===== src/rtl/branch_pkg.sv =====
`default_nettype none
// ============================================================================
//  Module      : branch_pkg
//  Description : Shared definitions for the branch resolution unit:
//                condition codes, 2-bit predictor counter encodings and a
//                width-generic branch condition evaluator.
//  Revision    : 1.0 - initial release
// ============================================================================
package branch_pkg;

    // Branch condition codes
    localparam logic [2:0] COND_EQ     = 3'b000;
    localparam logic [2:0] COND_NE     = 3'b001;
    localparam logic [2:0] COND_NEVER  = 3'b010;
    localparam logic [2:0] COND_ALWAYS = 3'b011;
    localparam logic [2:0] COND_LT     = 3'b100;
    localparam logic [2:0] COND_GE     = 3'b101;
    localparam logic [2:0] COND_LTU    = 3'b110;
    localparam logic [2:0] COND_GEU    = 3'b111;

    // 2-bit saturating direction counter states
    typedef logic [1:0] ctr_t;
    localparam ctr_t CTR_SNT = 2'b00;
    localparam ctr_t CTR_WNT = 2'b01;
    localparam ctr_t CTR_WT  = 2'b10;
    localparam ctr_t CTR_ST  = 2'b11;

    // Widest operand the evaluator handles; callers zero-extend into it
    localparam int unsigned MAX_XLEN = 64;
    typedef logic [MAX_XLEN-1:0] wide_t;

    // Never/always carry no data-dependent direction
    function automatic logic is_conditional(input logic [2:0] cond);
        return (cond != COND_NEVER) && (cond != COND_ALWAYS);
    endfunction

    // Evaluate a branch condition on zero-extended operands of 'width' bits.
    // Signed ordering is obtained by flipping the operand sign bit, which maps
    // two's-complement order onto unsigned order.
    function automatic logic eval_cond(input wide_t a, input wide_t b,
                                       input logic [2:0] cond,
                                       input int unsigned width);
        wide_t c_sign_mask;
        logic  w_eq;
        logic  w_ult;
        logic  w_slt;
        logic  w_res;
        c_sign_mask = wide_t'(1) << (width - 1);
        w_eq  = (a == b);
        w_ult = (a < b);
        w_slt = ((a ^ c_sign_mask) < (b ^ c_sign_mask));
        case (cond)
            COND_EQ:     w_res = w_eq;
            COND_NE:     w_res = !w_eq;
            COND_NEVER:  w_res = 1'b0;
            COND_ALWAYS: w_res = 1'b1;
            COND_LT:     w_res = w_slt;
            COND_GE:     w_res = !w_slt;
            COND_LTU:    w_res = w_ult;
            default:     w_res = !w_ult;
        endcase
        return w_res;
    endfunction

endpackage
`default_nettype wire


===== src/rtl/branch_bht.sv =====
`default_nettype none
// ============================================================================
//  Module      : branch_bht
//  Description : Direct-mapped table of 2-bit saturating direction counters
//                with a combinational read port and a synchronous update port.
//  Revision    : 1.0 - initial release
// ============================================================================
module branch_bht
    import branch_pkg::*;
#(
    parameter int unsigned ENTRIES = 16,
    parameter int unsigned IDX_W   = $clog2(ENTRIES)
) (
    input  logic             clk,
    input  logic             rst_n,
    input  logic [IDX_W-1:0] rd_idx,
    output logic             rd_taken,
    input  logic             upd_en,
    input  logic [IDX_W-1:0] upd_idx,
    input  logic             upd_taken
);

    ctr_t r_cnt [ENTRIES];
    ctr_t w_cur;
    ctr_t w_next;

    // Read returns the pre-update value on a same-cycle index collision
    assign rd_taken = r_cnt[rd_idx][1];
    assign w_cur    = r_cnt[upd_idx];

    // Saturating step of the counter being trained
    always_comb begin
        w_next = w_cur;
        if (upd_taken) begin
            if (w_cur != CTR_ST) w_next = w_cur + 2'd1;
        end else begin
            if (w_cur != CTR_SNT) w_next = w_cur - 2'd1;
        end
    end

    // Counter array: reset to weakly not-taken, single-entry update per cycle
    always_ff @(posedge clk) begin
        if (!rst_n) begin
            for (int i = 0; i < int'(ENTRIES); i++) r_cnt[i] <= CTR_WNT;
        end else if (upd_en) begin
            r_cnt[upd_idx] <= w_next;
        end
    end

endmodule
`default_nettype wire


===== src/rtl/branch_unit.sv =====
`default_nettype none
// ============================================================================
//  Module      : branch_unit
//  Description : Branch resolution with a registered, handshaked result
//                stage, a trainable direction predictor and performance
//                counters for resolved branches and mispredictions.
//  Revision    : 1.0 - initial release
// ============================================================================
module branch_unit
    import branch_pkg::*;
#(
    parameter int unsigned XLEN        = 32,
    parameter int unsigned BHT_ENTRIES = 16,
    parameter int unsigned CNT_W       = 16
) (
    input  logic            clk,
    input  logic            rst_n,
    input  logic [XLEN-1:0] pred_pc,
    output logic            pred_taken,
    input  logic            res_valid,
    output logic            res_ready,
    input  logic [XLEN-1:0] res_pc,
    input  logic [XLEN-1:0] res_a,
    input  logic [XLEN-1:0] res_b,
    input  logic [XLEN-1:0] res_target,
    input  logic [2:0]      res_cond,
    input  logic            res_pred_taken,
    input  logic            flush,
    output logic            out_valid,
    input  logic            out_ready,
    output logic            out_taken,
    output logic            out_mispredict,
    output logic [XLEN-1:0] out_next_pc,
    output logic [CNT_W-1:0] br_count,
    output logic [CNT_W-1:0] mp_count
);

    localparam int unsigned IDX_W = $clog2(BHT_ENTRIES);

    logic             r_valid;
    logic             r_taken;
    logic             r_mispredict;
    logic [XLEN-1:0]  r_next_pc;
    logic [CNT_W-1:0] r_br_count;
    logic [CNT_W-1:0] r_mp_count;

    logic             w_accept;
    logic             w_taken;
    logic             w_mispredict;
    logic             w_conditional;
    logic [XLEN-1:0]  w_next_pc;
    logic             w_unused;

    // Only the word-index bits of the fetch PC select a predictor entry
    assign w_unused = ^{pred_pc[XLEN-1:IDX_W+2], pred_pc[1:0]};

    assign res_ready     = !r_valid || out_ready;
    assign w_accept      = res_valid && res_ready;
    assign w_taken       = eval_cond(wide_t'(res_a), wide_t'(res_b), res_cond, XLEN);
    assign w_mispredict  = (w_taken != res_pred_taken);
    assign w_conditional = is_conditional(res_cond);
    assign w_next_pc     = w_taken ? res_target : (res_pc + XLEN'(4));

    branch_bht #(
        .ENTRIES (BHT_ENTRIES),
        .IDX_W   (IDX_W)
    ) u_bht (
        .clk       (clk),
        .rst_n     (rst_n),
        .rd_idx    (pred_pc[IDX_W+1:2]),
        .rd_taken  (pred_taken),
        .upd_en    (w_accept && w_conditional),
        .upd_idx   (res_pc[IDX_W+1:2]),
        .upd_taken (w_taken)
    );

    // Result stage: flush wins over a same-cycle accept, data only moves on accept
    always_ff @(posedge clk) begin
        if (!rst_n) begin
            r_valid      <= 1'b0;
            r_taken      <= 1'b0;
            r_mispredict <= 1'b0;
            r_next_pc    <= '0;
        end else begin
            if (flush)         r_valid <= 1'b0;
            else if (w_accept) r_valid <= 1'b1;
            else if (out_ready) r_valid <= 1'b0;
            if (w_accept) begin
                r_taken      <= w_taken;
                r_mispredict <= w_mispredict;
                r_next_pc    <= w_next_pc;
            end
        end
    end

    // Saturating counts of conditional branches and their mispredictions
    always_ff @(posedge clk) begin
        if (!rst_n) begin
            r_br_count <= '0;
            r_mp_count <= '0;
        end else if (w_accept && w_conditional) begin
            if (r_br_count != '1) r_br_count <= r_br_count + CNT_W'(1);
            if (w_mispredict && (r_mp_count != '1)) r_mp_count <= r_mp_count + CNT_W'(1);
        end
    end

    assign out_valid      = r_valid;
    assign out_taken      = r_taken;
    assign out_mispredict = r_mispredict;
    assign out_next_pc    = r_next_pc;
    assign br_count       = r_br_count;
    assign mp_count       = r_mp_count;

endmodule
`default_nettype wire


===== config.mk =====
export PLATFORM = sky130hd
export DESIGN_NAME = branch_unit
export DESIGN_NICKNAME = d
export VERILOG_FILES = /design/src/rtl/branch_pkg.sv /design/src/rtl/branch_bht.sv /design/src/rtl/branch_unit.sv
export SDC_FILE = /design/constraint.sdc
export NUM_CORES = 1
export LEC_CHECK = 0
export CAP_MARGIN = 5
export CORE_UTILIZATION = 46
export DETAILED_ROUTE_END_ITERATION = 10
export GPL_ROUTABILITY_DRIVEN = 0
export GPL_TIMING_DRIVEN = 0
export PLACE_DENSITY_LB_ADDON = 0.2
export SETUP_SLACK_MARGIN = 0.1
export SYNTH_ARGS = -nofsm -noshare
export SYNTH_HDL_FRONTEND = slang
export SYNTH_SLANG_ARGS = --single-unit
export TNS_END_PERCENT = 10

===== constraint.sdc =====
create_clock -name clk -period 3.8 [get_ports clk]
set_clock_uncertainty 0.15 [all_clocks]
set_input_delay 0.38 -clock clk [delete_from_list [all_inputs] [get_ports clk]]
set_output_delay 0.38 -clock clk [all_outputs]
set_load 0.02 [all_outputs]

==> Word level (Yosys, flattened, before mapping) <==
Memory sizes are Yosys's and may differ from the RTL's.
Index checks and enable logic that the tools add are counted.
{ "totals": {"in_bits": 169, "reg_bits": 67, "mem_count": 1, "wordCells": 60, "ram_bits": 32, "out_inout_bits": 69} }
{ "memory_table": {"columns": ["memory", "words", "width", "rd", "rd_ports_with_merged_regs", "write_ports", "line_no", "text"], "rows": [
  ["u_bht.r_cnt", 16, 2, 2, 0, 16, "branch_bht.sv:23", "ctr_t r_cnt [ENTRIES];"]
]} }
{ "op_classes": {"bitwise_logic": 3, "add_sub_neg": 5, "muxes": 14, "reduce_logical": 16, "n_lt_le_gt_ge": 2, "n_eq_ne": 13} }
{ "ops": {"columns": ["op", "count"], "rows": [
  ["32-bit less-than comparator", 2],
  ["16-bit by 1-bit adder with 16-bit output (second input constant)", 2],
  ["32-bit by 3-bit adder with 32-bit output (second input constant)", 1],
  ["32-bit equality test", 1],
  ["32-bit two-way mux", 1],
  ["16-bit inequality test (second input constant)", 2],
  ["3-bit equality test (second input constant)", 3],
  ["2-bit two-way mux", 4],
  ["1-bit two-way mux", 7],
  ["1-bit one-hot mux with 7 select lines", 1],
  ["3-bit by 2-bit equality test with 1-bit output (second input constant)", 2],
  ["3-bit by 2-bit inequality test with 1-bit output (second input constant)", 2],
  ["1-bit logical AND", 4],
  ["1-bit logical NOT", 4],
  ["4-bit two-way mux", 1],
  ["2-bit AND reduction", 2],
  ["2-bit nonzero test", 2],
  ["2-bit OR reduction", 2],
  ["3-bit by 1-bit equality test with 1-bit output (second input constant)", 1],
  ["3-bit logical NOT", 1],
  ["1-bit inverter", 3],
  ["2-bit by 1-bit adder with 2-bit output (second input constant)", 1],
  ["2-bit inequality test (second input constant)", 1],
  ["2-bit by 1-bit subtractor with 2-bit output (second input constant)", 1],
  ["2 further kinds", 2]
]} }

==> Logic depth before layout (Yosys ltp) <==
Gate-level depths: netlist (run 1).
{ "depth": {"word_depth": 9, "depth_mapped": 11, "depth_no_buf": 10} }

==> Hierarchy <==
A second synthesis (run 1) with hierarchy kept.
{ "unflattened": {"cells_unflattened": 708, "area_unflattened_um2": 6318.6} }
{ "by_module_without_submodules": {"columns": ["module", "cells_per_inst", "area_each_um2", "instances", "seq_area_each_um2"], "rows": [
  ["branch_unit", 564, 4590.7, 1, 1341.3],
  ["branch_bht", 144, 1727.9, 1, 960.9]
]} }

==> Worst setup path after synthesis (run 1) <==
OpenSTA, ideal clock, no wires.
{ "synth_timing": {"path_kind": "input to register", "from": "input port res_a[31]", "to": "memory u_bht.r_cnt[12][1] (netlist name), data pin", "t_required_ns": 3.515, "t_arrival_ns": 2.609, "cell_stages": 10, "n_path_buf": 1, "path_slack_ns": 0.906, "setup_time_ns": 0.135, "path_cell_list": "inv_1 ha_1 nand4_2 or4_4 a31oi_4 a2bb2oi_4 nand2_4 maj3_2 buf_6 nor2_2"} }
{ "synth_rtl": {"columns": ["element", "line_no", "text"], "rows": [
  ["from (decl)", "branch_unit.sv:23", "input logic [XLEN-1:0] res_a,"],
  ["to (decl)", "branch_bht.sv:23", null]
]} }

==> out/qor.yml, run 1 <==
status:
  status: "finished, final reports clean"
synth:
  netlist.area_leader.share_pct: 20.8
  synthMuxAreaShare_pct: 13.0
  synth-edff-count: 32
  syn-num-nets: 934
  synth.largest_area_cell: "dfxtp_1"
  synth_compound_area_share_pct: 9.81
  yosys.area_share.simple_pct: 22.6
  yosysWarnings: 0
  syn_area_per_cell_um2: 8.89
  synth_common_cells: "84 x nand2_1, 70 x nand3_1, 67 x dfxtp_1"
  synth_xor_area_share_pct: 5.84
  synth_area_leaders: "dfxtp_1 21%, edfxtp_1 15%, mux2i_1 7.9%, ha_1 7.6%, nand3_1 5.4%"
  ys.flop_type: "dfxtp_1"
  synth_fa_ha_area_share_pct: 7.91
  seq_area_frac_synth_pct: 35.7
  synthCells: 726
  async_flop_share_pct: 0
  synth_top_family_by_area: "simple AND/OR/NAND/NOR gates"
  ys_ff_latch: 99
  synth_most_common_cell: "nand2_1"
  yosysUniqueCellTypes: 55
  syn-cell-area_um2: 6450
sta:
  relSlewSlack_pct: 58.1
  drv_slew: 0
  period_share_pct: 90.1
  max_freq_mhz: 292
  rsz0062_at_grt: "false"
  setup_viol: 0
  worst_pin_slew_ps: 624
  min_period_ps: 3420
  hold_violations: 0
  final.setup.tns_ps: 0
clock_network:
  cts-root-buf: "clkbuf_16"
  clock_path_buffers: 2
  h-tree-depth: 3
  clk_pin_slew_ps: 70
  clk_latency_ps: 350
  cts_buffers: 9
  post_cts.repair.setup_buffers: 0
  cts_tree: "yes"
  cts_sinks: 99
  ctsResizeCount: 0
  hold_buffers: 0
placed_design:
  post-place-cells: 1110
  numPortBuffers: 208
  hpwl_mm: 13.8
power_and_ir_drop:
  pwr-share-comb_pct: 24.5
  leakage_nw: 3.54
  power_density_nw_per_um2: 295
  switching_share_pct: 28.3
  p_int_mw: 1.91
  p_switching_mw: 0.752
  seqPwrFrac_pct: 43.5
  vdd_drop_max_mv: 0.267
  power_frac_clock_pct: 32.0
critical_path:
  endpoint_kind: "flop"
  r2r-end: "mp_count[7]"
  worst-path-max-fanout: 10
  cp_data_required_time_ps: 3860
  r2r_setup_slack_ps: 1230
  r2r_start: "mp_count[7]"
  critPathArrivalTime_ps: 3480
  crit_path_start: "res_b[15]"
  r2r_cells: 8
  critPathLaunchType: "input port"
  crit_type: "in -> reg"
global_routing:
  antenna_found_initial: 0
  grt_pass1_vias: 5699
  grt_pass1_wl_mm: 27.5
  grt_max_degree: 17
  gr-usage-all-layers_pct: 24.2
  grt_overflow: 0
finish:
  areaGrowthSynthToFinish_pct: 39.8
  fin_cells: 1126
  antennaDiodeCount: 0
  drive_above_1_share_pct: 6.42
  fillers: 1151
  nets: 1153
route:
  wl_per_cell_um: 15.5
  drc: 0
  firstDrtPassIters: 5
  drt-total-wl_mm: 17.5
  drt_iter0_drc: 379
  vias_per_cell: 5.41
  antenna_left: 0
  num_vias: 6093
floorplanning:
  die_x_um: 120
  die-area_um2: 14500
  coreArea_um2: 13500
  num_rows: 42
  start_util_pct: 48.0
  ios: 238
  fp.dieH_um: 120
hold_path:
  worstHoldPathCells: 2
  hp-class: "reg -> reg"
  worstHoldEndpoint: "out_taken"
  hp-start: "out_taken"
job:
  drv_cap: 0
-- sequential cells by signal, summed over array words and instances (netlist names) --
| signal | flops |
|---|---|
| mp_count | 16 |
| out_taken | 1 |
| out_valid | 1 |
| out_mispredict | 1 |
| u_bht.r_cnt | 32 |
| br_count | 16 |
| out_next_pc | 32 |
-- worst max path at each step --
stage	end	slack [ps]	cells after the start
final	u_bht.r_cnt[1][0]	380	12
after global routing	u_bht.r_cnt[7][1]	200	12
after CTS	u_bht.r_cnt[7][1]	390	12
after detailed placement	u_bht.r_cnt[13][1]	20	12
after global placement	u_bht.r_cnt[13][1]	60	12
after floorplan	u_bht.r_cnt[12][1]	910	10
-- area by class of cell --
| cell class | count | area (um2) | share of cell area [%] |
|---|---|---|---|
| Tap cell | 176 | 220 | 2.44 |
| Buffer | 34 | 155 | 1.72 |
| Clock buffer | 10 | 229 | 2.54 |
| Sequential cell | 99 | 2300 | 25.5 |
| Multi-Input combinational cell | 545 | 3810 | 42.3 |
| Timing Repair Buffer | 208 | 2080 | 23.1 |
| Clock inverter | 6 | 40.0 | 0.444 |
| Inverter | 48 | 180 | 2.00 |
-- stage by stage --
stage | utilization, % | power, mW | hold slack [ps] | instance area [um2] | setup slack [ps]
final | 67.1 | 2.66 | 318 | 9020 | 376
after CTS | 67.1 | 2.68 | 323 | 9020 | 395
after floorplan | - | 1.52 | 308 | 6450 | 906
after global routing | 67.1 | 2.78 | 351 | 9020 | 195
after detailed placement | 65.1 | 1.83 | 313 | 8750 | 19.6
after global placement | 65.1 | 1.82 | 297 | 8750 | 62.3
-- worst max-delay path: stages --
cell             delay, ps
clkdlybuf4s50_1        450
inv_1                   40
ha_1                   300
nand4_1                170
nor4_2                 420
o21ai_0                220
a31oi_4                290
a2bb2oi_4              340
nand2_4                160
maj3_2                 440
buf_6                  180
nand3_1                 80
-- power by group through the flow --
stage | Combinational (mW) | Sequential (mW) | Clock, mW
after global routing | 0.709 | 1.16 | 0.910
after detailed placement | 0.653 | 1.18 | 0
after global placement | 0.645 | 1.18 | 0
after CTS | 0.656 | 1.16 | 0.871
after floorplan | 0.300 | 1.22 | 0
final | 0.653 | 1.16 | 0.850
-- metal layers --
metal	share of wire [%]	wire length (um)	vias up	global-route usage [%]
li1	-	-	3034	-
met1	42	7270	2831	29.6
met2	49	8620	206	42.1
met3	7.8	1360	22	6.42
met4	1.5	261	0	6.02
met5	0	0	-	0
-- layout by cell type (no fill, tap or decap), types with 18 or more instances in the layout --
master,instances
a21oi_1,32
and3_1,18
clkbuf_1,26
clkdlybuf4s50_1,208
dfxtp_1,67
edfxtp_1,32
ha_1,39
inv_1,47
mux2i_1,51
nand2_1,84
nand3_1,70
nand4_1,20
nor2_1,39
o21ai_0,43
xnor2_1,26
-- cells by family after synthesis --
kind of cell / Yosys count
xor+xnor: 43
flops: 99
simple gates: 292
compound gates: 103
mux: 66
fa+ha+maj: 41
buf+inv: 82
No activity file was read; power rests on OpenSTA's default activity.
==> run 2, diff against run 1 <==
- CORE_UTILIZATION: 46 -> 30
==> run 2 against run 1 <==
Net effect: cell count increased by 8.8%; sequential cell count unchanged; combinational power increased by 2%; count of clock-buffer cells in the layout increased by 2; power increased by 3.8%; register-to-register slack improved by 60 ps; critical path depth decreased by 1; sequential power about the same; first-iteration DRC count decreased by 25%; worst hold slack got worse by 1.2 ps; non-clock buffer count unchanged; utilization decreased by 23 points.
==> out/qor.yml, run 2 (synthesis results as in run 1) <==
power_and_ir_drop:
  p_int_mw: 1.99
  vdd_drop_max_mv: 0.196
  p_switching_mw: 0.767
  power_frac_clock_pct: 34.0
  pwr-share-comb_pct: 24.0
  leakage_nw: 3.56
  power_density_nw_per_um2: 301
  seqPwrFrac_pct: 42.0
  switching_share_pct: 27.8
hold_path:
  hp-start: "out_taken"
  worstHoldPathCells: 2
  hp-class: "reg -> reg"
floorplanning:
  coreArea_um2: 21000
  fp.dieH_um: 149
  die_x_um: 149
  start_util_pct: 30.7
  num_rows: 53
  die-area_um2: 22100
  ios: 238
placed_design:
  dp_slack_ps: -58.1
  hpwl_mm: 15.5
  numPortBuffers: 208
clock_network:
  cts_buffers: 9
  cts-root-buf: "clkbuf_16"
  cts_sinks: 99
  ctsResizeCount: 0
  clk_latency_ps: 350
  h-tree-depth: 3
  clk_pin_slew_ps: 70
  cts_tree: "yes"
  hold_buffers: 0
  clock_path_buffers: 2
  post_cts.repair.setup_buffers: 0
global_routing:
  grt_pass1_wl_mm: 30.0
  gr-usage-all-layers_pct: 17.5
  grt_pass1_vias: 5662
  grt_max_degree: 16
  grt_overflow: 0
  antenna_found_initial: 0
sta:
  period_share_pct: 90.1
  layout_setup_ws_ps: 376
  rsz0062_at_grt: "false"
  min_period_ps: 3420
  setup_viol: 0
  max_freq_mhz: 292
  hold_violations: 0
  relSlewSlack_pct: 55.8
  drv_slew: 0
  worst_pin_slew_ps: 664
critical_path:
  worst-path-max-fanout: 10
  critPathArrivalTime_ps: 3480
  critPathLaunchType: "input port"
  r2r_start: "u_bht.r_cnt[8][1]"
  slowest_delay_ps: 580
  cp_num_cells: 11
  crit_chain: "clkdlybuf4s50_1, inv_1, ha_1, nand4_2, or4_4, a31oi_4, a2bb2oi_4, nand2_4, maj3_2, buf_6, nand3_1"
  endpoint_kind: "flop"
  crit_buf_inv: 3
  critPathSlowestCell: "or4_4"
  crit_type: "in -> reg"
  crit_path_start: "res_a[31]"
  critPathTopFamily: "simple AND/OR/NAND/NOR gates"
  cp_data_required_time_ps: 3860
  r2r_cells: 6
finish:
  drive_above_1_share_pct: 6.21
  final_util_pct: 43.7
  final_cell_mix: "208 x clkdlybuf4s50_1, 84 x nand2_1, 70 x nand3_1, 67 x dfxtp_1, 51 x mux2i_1"
  nets: 1153
  areaGrowthSynthToFinish_pct: 42.3
  layout_commonest_cell: "clkdlybuf4s50_1"
  antennaDiodeCount: 0
route:
  firstDrtPassIters: 4
  antenna_left: 0
  drc: 0
  wl_per_cell_um: 16.1
  drt_iter0_drc: 285
  num_vias: 6006
  drt-total-wl_mm: 19.7
  vias_per_cell: 4.90
job:
  drv_cap: 0
status:
  status: "finished, final reports clean"
==> run 2: cell types whose count changed in the layout (fill, tap and decap cells not counted), sizes merged <==
cell and delta:
clkbuf +2, bufinv +1, inv -1, clkinvlp -2
==> run 2: per-layer routing <==
metal / GRT usage [%] / routed length, um / vias up
met5: 0 / 0 / -
met4: 4.74 / 230 / 0
met3: 4.33 / 1670 / 15
met2: 28.9 / 8980 / 186
met1: 22.6 / 8790 / 2779
li1: - / - / 3026
==> run 2: cell type report <==
type / count / area (um2)
multi-input combinational: 545 / 3820
sequential: 99 / 2300
clock buffer: 12 / 246
fill: 2099 / 11800
timing repair buffer: 208 / 2080
clock inverter: 4 / 50.0
inverter: 48 / 180
tap: 275 / 344
buffer: 34 / 155
==> run 2: worst register-to-register path: cells and delay by family, from the launching register on <==
family                   cells  cell delay [ps]
flip-flops                   1              410
adder cells (fa/ha/maj)      1              370
multiplexers                 2              760
AND/OR/NAND/NOR              1               90
AO/OA/AOI/OAI                1              280
buffers and inverters        1              180
==> run 2: per-stage QoR <==
| step | instance area [um2] | hold WS (ps) | instances | setup TNS, ps | power, mW |
|---|---|---|---|---|---|
| 2_1_floorplan | 6450 | 308 | 726 | 0 | 1.52 |
| 6_report | 9180 | 316 | 1225 | 0 | 2.76 |
| 5_1_grt | 9180 | 341 | 1225 | 0 | 2.89 |
| 3_3_place_gp | 8880 | 300 | 1209 | -910 | 1.84 |
| 4_1_cts | 9180 | 316 | 1225 | 0 | 2.79 |
| 3_5_place_dp | 8880 | 303 | 1209 | -956 | 1.85 |
==> run 2: worst paths after layout <==
check	end	slack, ps
hold / removal	out_taken	320
setup / recovery	u_bht.r_cnt[6][0]	380
setup reg to reg	u_bht.r_cnt[6][0]	1290
hold reg to reg	out_taken	320
==> run 2: power groups by stage <==
stage	sequential, mW	combinational [mW]	clock [mW]
floorplan	1.22	0.300	0
global placement	1.18	0.663	0
detailed placement	1.18	0.668	0
CTS	1.16	0.670	0.960
global route	1.16	0.724	0.998
finish	1.16	0.664	0.940
